## config.mk

```make
export PLATFORM = sky130hd
export DESIGN_NAME = rgmii_tx_ddr_prep_flat
export DESIGN_NICKNAME = d
export VERILOG_FILES = /design/src/rtl/rgmii_tx_ddr_prep_if.sv /design/src/rtl/rgmii_tx_ddr_prep.sv /design/src/flat_wrapper.sv
export SDC_FILE = /design/constraint.sdc
export NUM_CORES = 1
export LEC_CHECK = 0
export ABC_AREA = 1
export CAP_MARGIN = 20
export CORE_ASPECT_RATIO = 1.2
export CORE_MARGIN = 5
export CORE_UTILIZATION = 35
export CTS_CLUSTER_DIAMETER = 120
export DETAILED_ROUTE_END_ITERATION = 7
export SYNTH_ARGS = -nofsm -noshare
export SYNTH_HDL_FRONTEND = slang
export SYNTH_SLANG_ARGS = --single-unit
export TNS_END_PERCENT = 1
```

## constraint.sdc

```tcl
create_clock -name clk -period 3 [get_ports clk]
set_clock_uncertainty 0.15 [all_clocks]
set_input_delay 0.6 -clock clk [delete_from_list [all_inputs] [get_ports clk]]
set_output_delay 0.6 -clock clk [all_outputs]
set_load 0.01 [all_outputs]
```

## src/rtl/rgmii_tx_ddr_prep_if.sv

```systemverilog
// GMII-side byte stream in, d1/d2 pairs out for the TXD, TX_CTL and TXC output DDR cells.
interface rgmii_tx_ddr_prep_if;
   logic [1:0] speed;
   logic [7:0] gmii_txd;
   logic       gmii_tx_en;
   logic       gmii_tx_er;
   logic       gmii_clk_en;
   logic [3:0] txd_d1;
   logic [3:0] txd_d2;
   logic       ctl_d1;
   logic       ctl_d2;
   logic       txc_d1;
   logic       txc_d2;

   modport master (
      output speed, gmii_txd, gmii_tx_en, gmii_tx_er,
      input  gmii_clk_en, txd_d1, txd_d2, ctl_d1, ctl_d2, txc_d1, txc_d2
   );

   modport slave (
      input  speed, gmii_txd, gmii_tx_en, gmii_tx_er,
      output gmii_clk_en, txd_d1, txd_d2, ctl_d1, ctl_d2, txc_d1, txc_d2
   );
endinterface

```

## src/rtl/rgmii_tx_ddr_prep.sv

```systemverilog
// RGMII transmit prep: 1000M sends a byte per clk on both edges; 10/100M divides clk
// to synthesise the forwarded clock and sends one nibble per RGMII period.
module rgmii_tx_ddr_prep #(
   parameter int DIV_100 = 5,
   parameter int DIV_10  = 50
) (
   input  logic                      clk,
   input  logic                      rst,
   rgmii_tx_ddr_prep_if.slave        bus
);
   typedef enum logic [1:0] {
      SPD_10   = 2'b00,
      SPD_100  = 2'b01,
      SPD_1000 = 2'b10
   } spd_e;

   localparam int DMAX = (DIV_10 > DIV_100) ? DIV_10 : DIV_100;
   localparam int W    = $clog2(DMAX);
   localparam logic [W-1:0] LAST10  = W'(DIV_10 - 1);
   localparam logic [W-1:0] LAST100 = W'(DIV_100 - 1);
   localparam logic [W-1:0] HALF10  = W'(DIV_10 / 2);
   localparam logic [W-1:0] HALF100 = W'(DIV_100 / 2);
   localparam logic         ODD10   = (DIV_10 % 2) == 1;
   localparam logic         ODD100  = (DIV_100 % 2) == 1;

   spd_e         spd_q, spd_in, cur_q, cur_d, sel_spd;
   logic [W-1:0] pos_q, pos_d, last, half;
   logic         ph_q, ph_d, odd, restart;
   logic [7:0]   cap_q, cap_d;
   logic         en_q, en_d, er_q, er_d;
   logic         ce_q, ce_d;
   logic [3:0]   txd1_q, txd1_d, txd2_q, txd2_d, nib;
   logic         ctl1_q, ctl1_d, ctl2_q, ctl2_d;
   logic         txc1_q, txc1_d, txc2_q, txc2_d;

   assign spd_in = (bus.speed == 2'b11) ? SPD_1000 : spd_e'(bus.speed);

   always_comb begin
      restart = (spd_q != cur_q);
      cur_d   = spd_q;
      // On a restart the divider is loaded for the speed being entered.
      sel_spd = restart ? spd_q : cur_q;
      last    = LAST100;
      half    = HALF100;
      odd     = ODD100;
      if (sel_spd == SPD_10) begin
         last = LAST10;
         half = HALF10;
         odd  = ODD10;
      end
      pos_d  = pos_q;
      ph_d   = ph_q;
      cap_d  = cap_q;
      en_d   = en_q;
      er_d   = er_q;
      ce_d   = 1'b0;
      txd1_d = 4'h0;
      txd2_d = 4'h0;
      ctl1_d = 1'b0;
      ctl2_d = 1'b0;
      txc1_d = 1'b0;
      txc2_d = 1'b0;
      nib    = 4'h0;
      if (restart) begin
         pos_d = last;
         ph_d  = 1'b1;
         ce_d  = 1'b1;
      end else if (cur_q == SPD_1000) begin
         ce_d   = 1'b1;
         txd1_d = bus.gmii_txd[3:0];
         txd2_d = bus.gmii_txd[7:4];
         ctl1_d = bus.gmii_tx_en;
         ctl2_d = bus.gmii_tx_en ^ bus.gmii_tx_er;
         txc1_d = 1'b1;
      end else begin
         if (pos_q == last) begin
            pos_d = '0;
            ph_d  = ~ph_q;
         end else begin
            pos_d = pos_q + 1'b1;
         end
         // The cycle showing the last position of ph=1 is the one that strobed the MAC.
         if (pos_q == last && ph_q) begin
            cap_d = bus.gmii_txd;
            en_d  = bus.gmii_tx_en;
            er_d  = bus.gmii_tx_er;
         end
         ce_d   = (pos_d == last) && ph_d;
         nib    = ph_d ? cap_d[7:4] : cap_d[3:0];
         txd1_d = nib;
         txd2_d = nib;
         txc1_d = (pos_d < half) || ((pos_d == half) && odd);
         txc2_d = (pos_d < half);
         ctl1_d = txc1_d ? en_d : (en_d ^ er_d);
         ctl2_d = txc2_d ? en_d : (en_d ^ er_d);
      end
   end

   always_ff @(posedge clk or posedge rst) begin
      if (rst) begin
         spd_q  <= SPD_1000;
         cur_q  <= SPD_1000;
         pos_q  <= '0;
         ph_q   <= 1'b0;
         cap_q  <= 8'h00;
         en_q   <= 1'b0;
         er_q   <= 1'b0;
         ce_q   <= 1'b0;
         txd1_q <= 4'h0;
         txd2_q <= 4'h0;
         ctl1_q <= 1'b0;
         ctl2_q <= 1'b0;
         txc1_q <= 1'b0;
         txc2_q <= 1'b0;
      end else begin
         spd_q  <= spd_in;
         cur_q  <= cur_d;
         pos_q  <= pos_d;
         ph_q   <= ph_d;
         cap_q  <= cap_d;
         en_q   <= en_d;
         er_q   <= er_d;
         ce_q   <= ce_d;
         txd1_q <= txd1_d;
         txd2_q <= txd2_d;
         ctl1_q <= ctl1_d;
         ctl2_q <= ctl2_d;
         txc1_q <= txc1_d;
         txc2_q <= txc2_d;
      end
   end

   assign bus.gmii_clk_en = ce_q;
   assign bus.txd_d1      = txd1_q;
   assign bus.txd_d2      = txd2_q;
   assign bus.ctl_d1      = ctl1_q;
   assign bus.ctl_d2      = ctl2_q;
   assign bus.txc_d1      = txc1_q;
   assign bus.txc_d2      = txc2_q;
endmodule

```

## src/flat_wrapper.sv

```systemverilog
// flat-port wrapper written by rule: the top's interface ports become plain ports
module rgmii_tx_ddr_prep_flat 
#(
   parameter int DIV_100 = 5,
   parameter int DIV_10  = 50
)
  (clk, rst, bus_speed, bus_gmii_txd, bus_gmii_tx_en, bus_gmii_tx_er, bus_gmii_clk_en, bus_txd_d1, bus_txd_d2, bus_ctl_d1, bus_ctl_d2, bus_txc_d1, bus_txc_d2);
  rgmii_tx_ddr_prep_if bus_i ();
  input  logic clk;
  input  logic rst;
  input wire logic [$bits(bus_i.speed)-1:0] bus_speed;
  input wire logic [$bits(bus_i.gmii_txd)-1:0] bus_gmii_txd;
  input wire logic [$bits(bus_i.gmii_tx_en)-1:0] bus_gmii_tx_en;
  input wire logic [$bits(bus_i.gmii_tx_er)-1:0] bus_gmii_tx_er;
  output wire logic [$bits(bus_i.gmii_clk_en)-1:0] bus_gmii_clk_en;
  output wire logic [$bits(bus_i.txd_d1)-1:0] bus_txd_d1;
  output wire logic [$bits(bus_i.txd_d2)-1:0] bus_txd_d2;
  output wire logic [$bits(bus_i.ctl_d1)-1:0] bus_ctl_d1;
  output wire logic [$bits(bus_i.ctl_d2)-1:0] bus_ctl_d2;
  output wire logic [$bits(bus_i.txc_d1)-1:0] bus_txc_d1;
  output wire logic [$bits(bus_i.txc_d2)-1:0] bus_txc_d2;
  assign bus_i.speed = bus_speed;
  assign bus_i.gmii_txd = bus_gmii_txd;
  assign bus_i.gmii_tx_en = bus_gmii_tx_en;
  assign bus_i.gmii_tx_er = bus_gmii_tx_er;
  assign bus_gmii_clk_en = bus_i.gmii_clk_en;
  assign bus_txd_d1 = bus_i.txd_d1;
  assign bus_txd_d2 = bus_i.txd_d2;
  assign bus_ctl_d1 = bus_i.ctl_d1;
  assign bus_ctl_d2 = bus_i.ctl_d2;
  assign bus_txc_d1 = bus_i.txc_d1;
  assign bus_txc_d2 = bus_i.txc_d2;
  rgmii_tx_ddr_prep #(.DIV_100(DIV_100), .DIV_10(DIV_10)) u_core (.clk(clk), .rst(rst), .bus(bus_i));
endmodule
```

==> results.json, run 1 <==
{
  "nFillCells": 513,
  "cts.sinks": 34,
  "max_freq_mhz": 419,
  "ir_drop_v": 0.000294,
  "r2r_end": "u_core.bus.ctl_d1",
  "finalHoldViolations": 0,
  "first_pass_iters": 4,
  "cts-buffers-inserted": 5,
  "path_class": "reg -> reg",
  "first_global_vias": 1597,
  "antenna_cells": 0,
  "drtIter0Drc": 86,
  "crit_required_ps": 3020,
  "rsz0062_at_grt": "no",
  "cts_root_buf": "clkbuf_8",
  "syn2layout_area_growth_pct": 23.4,
  "reg2reg_from": "u_core.cur_d[1]",
  "die_width_um": 76.8,
  "final_area_sq_um": 2310,
  "drc_errors": 0,
  "ant_nets": 0,
  "tritoncts": "built",
  "final_min_period_over_clock_period": 0.796,
  "portBuffers": 26,
  "hpwl_um": 2910,
  "worstPathMaxFanout": 8,
  "cts_setup_buffers": 0,
  "crit_path_end": "u_core.bus.ctl_d1",
  "arrival_ps": 2410,
  "leakage_nw": 1.10,
  "worstSetupStartpoint": "u_core.cur_d[1]",
  "track_usage": 0.125,
  "core_region_area_sq_um": 5260,
  "syn_inst": 239,
  "yosysSeqAreaShare": 0.456,
  "clk_latency_ps": 280,
  "setup-violations-final": 0,
  "cts_hold_buf": 0,
  "drive_gt1_frac": 0.127,
  "worst_slew_pin_slew_ps": 546,
  "final_nets": 287,
  "cts_max_level": 2,
  "path_clk_slew_ps": 70,
  "floorplan.initialDensity": 0.356,
  "outcome": "finished clean",
  "row_count": 29,
  "synth-seq-cells": 34,
  "avgSynthCellArea_sq_um": 7.84,
  "synth_nets": 258,
  "synth.area.top_cells": "dfrtp_1 (43%), nand2_1 (11%), o21ai_0 (6.4%), inv_1 (5.8%), nor2_1 (5.8%)",
  "drv_cap": 0,
  "gr-total-overflow": 0,
  "end_kind": "flip-flop",
  "hp-class": "reg -> reg",
  "drv_slew": 0,
  "dieHeight_um": 90.1,
  "setup-tns-final_ps": 0,
  "total_power_w": 0.00154,
  "design.die.area_sq_um": 6920,
  "wl_per_cell_um": 11.8,
  "yosysUniqueCellTypes": 29,
  "synth_area_sq_um": 1870,
  "synth_area_leader_cell": "dfrtp_1",
  "slew_headroom": 0.635,
  "p_per_area_nw_per_um2": 665,
  "grt_pass1_wl_um": 7160,
  "synth_top_cell_area_share": 0.428,
  "whs_ps": 260,
  "ys_warn_count": 0,
  "utilization": 0.439,
  "startpoint_type": "flip-flop",
  "cts_max_path_buffers": 2,
  "place_area_sq_um": 2200,
  "pin_count": 27,
  "routed_wl_um": 3900,
  "rrSetupSlack_ps": 610,
  "period_needed_ps": 2390,
  "cts_resized": 0,
  "grt_max_degree": 35,
  "antenna_found_initial": 0,
  "reg2reg_depth": 15,
  "viasPerCell": 4.90,
  "gp_congestion": 0.835,
  "vias": 1616
}
cell type report:
cell class / instances / area, sq um / share of cell area
timing repair buffer: 29 / 283 / 0.122
multi-input combinational: 164 / 857 / 0.371
sequential: 34 / 853 / 0.369
clock inverter: 1 / 30.0 / 0.0130
clock buffer: 6 / 82.6 / 0.0357
inverter: 34 / 128 / 0.0552
tap: 62 / 77.6 / 0.0336
per-stage QoR:
stage | cells | setup WS, ps
finish | 330 | 611
global route | 330 | 418
CTS | 330 | 624
detailed placement | 323 | 627
global placement | 323 | 652
floorplan | 239 | 804
where the power goes:
group / switching (W) / total, W / internal [W]
registers: 0.0000449 / 0.000602 / 0.000557
logic: 0.000299 / 0.000510 / 0.000212
clock network: 0.000160 / 0.000426 / 0.000266
total: 0.000504 / 0.00154 / 0.00103
placed cells by master, fill, tap and decap left out, types with 2 or more instances in the layout:
cell	Yosys	routed
nand2_1	57	57
dfrtp_1	32	32
inv_1	29	29
nor2_1	29	29
clkdlybuf4s50_1	0	26
o21ai_0	24	24
nand3_1	14	14
nand2_2	6	6
clkbuf_8	0	6
inv_2	5	5
ha_1	5	5
a21oi_1	4	4
xnor2_1	3	3
nand2_4	3	3
nand3_2	3	3
buf_4	1	3
o221ai_1	2	2
xor2_1	2	2
nand4_1	2	2
a21oi_2	2	2
dfstp_2	2	2
how the worst min path moves through the flow:
stage | from | endpoint | cells past startpoint
final | u_core.cur_d[1] | u_core.cur_q[1] | 0
after global routing | u_core.cur_d[1] | u_core.cur_q[1] | 0
after CTS | u_core.cur_d[1] | u_core.cur_q[1] | 0
after detailed placement | u_core.cur_d[1] | u_core.cur_q[1] | 0
after global placement | u_core.cur_d[1] | u_core.cur_q[1] | 0
after floorplan | u_core.cur_d[1] | u_core.cur_q[1] | 0
sequential cells by signal, summed over array words and instances (netlist names):
name / cells
u_core.bus.gmii_clk_en: 1
u_core.bus.txc_d1: 1
u_core.pos_q: 6
u_core.ph_q: 1
u_core.cur_d: 2
u_core.bus.ctl_d2: 1
u_core.cap_q: 8
u_core.bus.txc_d2: 1
u_core.bus.txd_d2: 4
u_core.bus.ctl_d1: 1
u_core.cur_q: 2
u_core.en_q: 1
u_core.er_q: 1
u_core.bus.txd_d1: 4
synthesized netlist by cell type:
master	number
a21oi_2	2
nor2_4	1
dfrtp_1	32
ha_1	5
inv_2	5
o22ai_1	1
nor2_1	29
xnor2_1	3
o221ai_1	2
o21bai_1	1
clkbuf_1	2
nand3_2	3
a31oi_1	1
nand4_1	2
xor2_1	2
o21ai_0	24
buf_4	1
nand2_1	57
a21oi_4	1
a21oi_1	4
o211ai_1	1
nand2_2	6
nand3_1	14
nand3b_1	1
nor2_2	1
inv_1	29
nand2_4	3
buf_2	4
dfstp_2	2
cells by family after synthesis:
group / share of synthesized area
xor+xnor: 0.0234
simple gates: 0.284
fa+ha+maj: 0.0334
flops: 0.456
compound gates: 0.117
buf+inv: 0.0868
layer usage:
metal,share of wire,track usage
met2,0.48,0.203
met4,0.021,0.0466
met1,0.45,0.156
met5,0,0
met3,0.044,0.0350
critical path, cell delays in order (launching register included):
cell and delay, ps:
dfstp_2 590, inv_2 60, nand2_4 80, nand3_2 80, nand2_2 80, nand2_4 90
inv_1 100, nor2_1 60, ha_1 300, inv_1 60, a21oi_1 240, a21oi_4 110
nand2_4 90, nand3_1 60, nand3_1 80, nand2_1 50
No activity file was read; power rests on OpenSTA's default activity.
==> run 2, diff against run 1 <==
==> constraint.sdc (replaced) <==
create_clock -name clk -period 2.4 [get_ports clk]
set_clock_uncertainty 0.15 [all_clocks]
set_input_delay 0.48 -clock clk [delete_from_list [all_inputs] [get_ports clk]]
set_output_delay 0.48 -clock clk [all_outputs]
set_load 0.01 [all_outputs]
==> results.json, run 2 (synthesized netlist as in run 1, its figures left out) <==
{
  "outcome": "finished clean",
  "whs_ps": 256,
  "hpwl_um": 3030,
  "p_per_area_nw_per_um2": 788,
  "vias": 1621,
  "path_class": "reg -> reg",
  "cts_root_buf": "clkbuf_8",
  "wl_per_cell_um": 11.8,
  "leakage_nw": 1.12,
  "viasPerCell": 4.81,
  "track_usage": 0.121,
  "tritoncts": "built",
  "dieHeight_um": 90.1,
  "drv_cap": 0,
  "die_width_um": 76.8,
  "grt_pass1_wl_um": 6970,
  "routed_wl_um": 3990,
  "worstPathMaxFanout": 6,
  "reg_top3": "u_core.cap_q (8), u_core.pos_q (6)",
  "syn2layout_area_growth_pct": 25.9,
  "drive_gt1_frac": 0.167,
  "place_ws_ps": 68.1,
  "ant_nets": 0,
  "period_needed_ps": 2240,
  "arrival_ps": 2260,
  "core_region_area_sq_um": 5260,
  "end_kind": "flip-flop",
  "largest_reg_flops": 8,
  "cts_hold_buf": 0,
  "final_min_period_over_clock_period": 0.933,
  "startpoint_type": "flip-flop",
  "regMostFlops": "u_core.cap_q",
  "ir_drop_v": 0.000338,
  "min_from": "u_core.cur_d[1]",
  "cp_slowest_cell": "dfstp_2",
  "final_nets": 293,
  "cpPeakStageDelay_ps": 590,
  "max_freq_mhz": 447,
  "regArea_sq_um": 855,
  "cpMostUsedCell": "nand2_4",
  "cts_max_level": 2,
  "placed_cells": 326,
  "hp-class": "reg -> reg",
  "clk_latency_ps": 280,
  "crit_chain": "inv_2, nand2_4, nand3_2, nand2_2, nand2_4, nand2_2, inv_1, ha_1, inv_1, o21bai_1, nand3_2, nand2_4, nand3_1, nand3_1, nand2_1",
  "grt_max_degree": 35,
  "design.die.area_sq_um": 6920,
  "gp_congestion": 0.857,
  "worst_slew_pin_slew_ps": 518,
  "drv_slew": 0,
  "floorplan.initialDensity": 0.356,
  "pin_count": 27,
  "antenna_found_initial": 0,
  "worstSetupStartpoint": "u_core.cur_d[1]",
  "reg2reg_from": "u_core.cur_d[1]",
  "rsz0062_at_grt": "yes",
  "layout_commonest_cell": "nand2_1",
  "finalWorstSetupSlack_ps": 161,
  "row_count": 29,
  "first_global_vias": 1610,
  "path_clk_slew_ps": 70,
  "drc_errors": 0,
  "setup-violations-final": 0,
  "crit_required_ps": 2420,
  "layout.cells.non_filler": 337,
  "portBuffers": 26,
  "antenna_cells": 0,
  "cts.sinks": 34,
  "first_pass_iters": 4,
  "nFillCells": 533,
  "gr-total-overflow": 0,
  "finalHoldViolations": 0,
  "cts_max_path_buffers": 2,
  "cts-buffers-inserted": 5,
  "drtIter0Drc": 60,
  "multi_input_area_sq_um": 866,
  "slew_headroom": 0.653,
  "mostFrequentLayoutCells": "nand2_1 (56), dfrtp_1 (31), nor2_1 (29)"
}
[run 2: layout make-up]
type                    instances  area share
repair buffers                 35       0.144
well taps                      62      0.0329
multi-input cells             164       0.367
clock buffers                   7      0.0366
clock inverters                 1     0.00212
inverters                      34      0.0541
flip-flops and latches         34       0.363
[run 2: routing by layer]
layer | track usage | up-vias | routed length [um] | share of wire
met3 | 0.0250 | 6 | 130 | 0.033
li1 | - | 821 | - | -
met1 | 0.137 | 764 | 1760 | 0.44
met4 | 0.0466 | 0 | 51 | 0.013
met2 | 0.218 | 30 | 2040 | 0.51
met5 | 0 | - | 0 | 0
[run 2: timing repair]
item,4_1_cts,5_1_grt
buffers inserted,0,3
gates resized for setup,0,6
endpoints found under the hold margin,0,0
endpoints found under the setup margin,0,8
[run 2: final timing paths]
check / to / slack (ps) / cells after the start
min in group asynchronous: u_core.pos_q[1] / 440 / 3
max in group asynchronous: u_core.cur_d[1] / 1320 / 3
hold reg to reg: u_core.cur_q[1] / 260 / 0
hold / removal: u_core.cur_q[1] / 260 / 0
setup reg to reg: u_core.bus.ctl_d1 / 160 / 15
setup / recovery: u_core.bus.ctl_d1 / 160 / 15
[run 2: metrics by stage]
stage	setup TNS (ps)	area [sq um]	power [W]	util
after floorplan	0	1870	0.00121	-
after global routing	-7.77	2360	0.00200	0.448
after global placement	0	2230	0.00142	0.424
after CTS	0	2320	0.00187	0.442
final	0	2360	0.00186	0.448
after detailed placement	0	2230	0.00143	0.424
[run 2: power by group]
group	internal (W)	switching, W
clock	0.000231	0.000197
sequential	0.000696	0.0000554
combinational	0.000295	0.000383
total	0.00122	0.000636
[run 2: critical path: cells and delay by family (launching register included)]
| kind | cells | cell delay [ps] |
|---|---|---|
| adders and majority gates | 1 | 290 |
| DFF | 1 | 590 |
| buffers and inverters | 3 | 160 |
| AOI/OAI and AO/OA | 1 | 150 |
| and+or+nand+nor | 10 | 810 |
==> run 3, diff against run 2 <==
--- a/config.mk
+++ b/config.mk
@@ -12,6 +12,7 @@
 export CORE_UTILIZATION = 35
 export CTS_CLUSTER_DIAMETER = 120
 export DETAILED_ROUTE_END_ITERATION = 7
+export GPL_ROUTABILITY_DRIVEN = 0
 export SYNTH_ARGS = -nofsm -noshare
 export SYNTH_HDL_FRONTEND = slang
 export SYNTH_SLANG_ARGS = --single-unit
==> results of run 3 <==
Same layout as run 2: the final DEF is identical, and so are final timing and power.
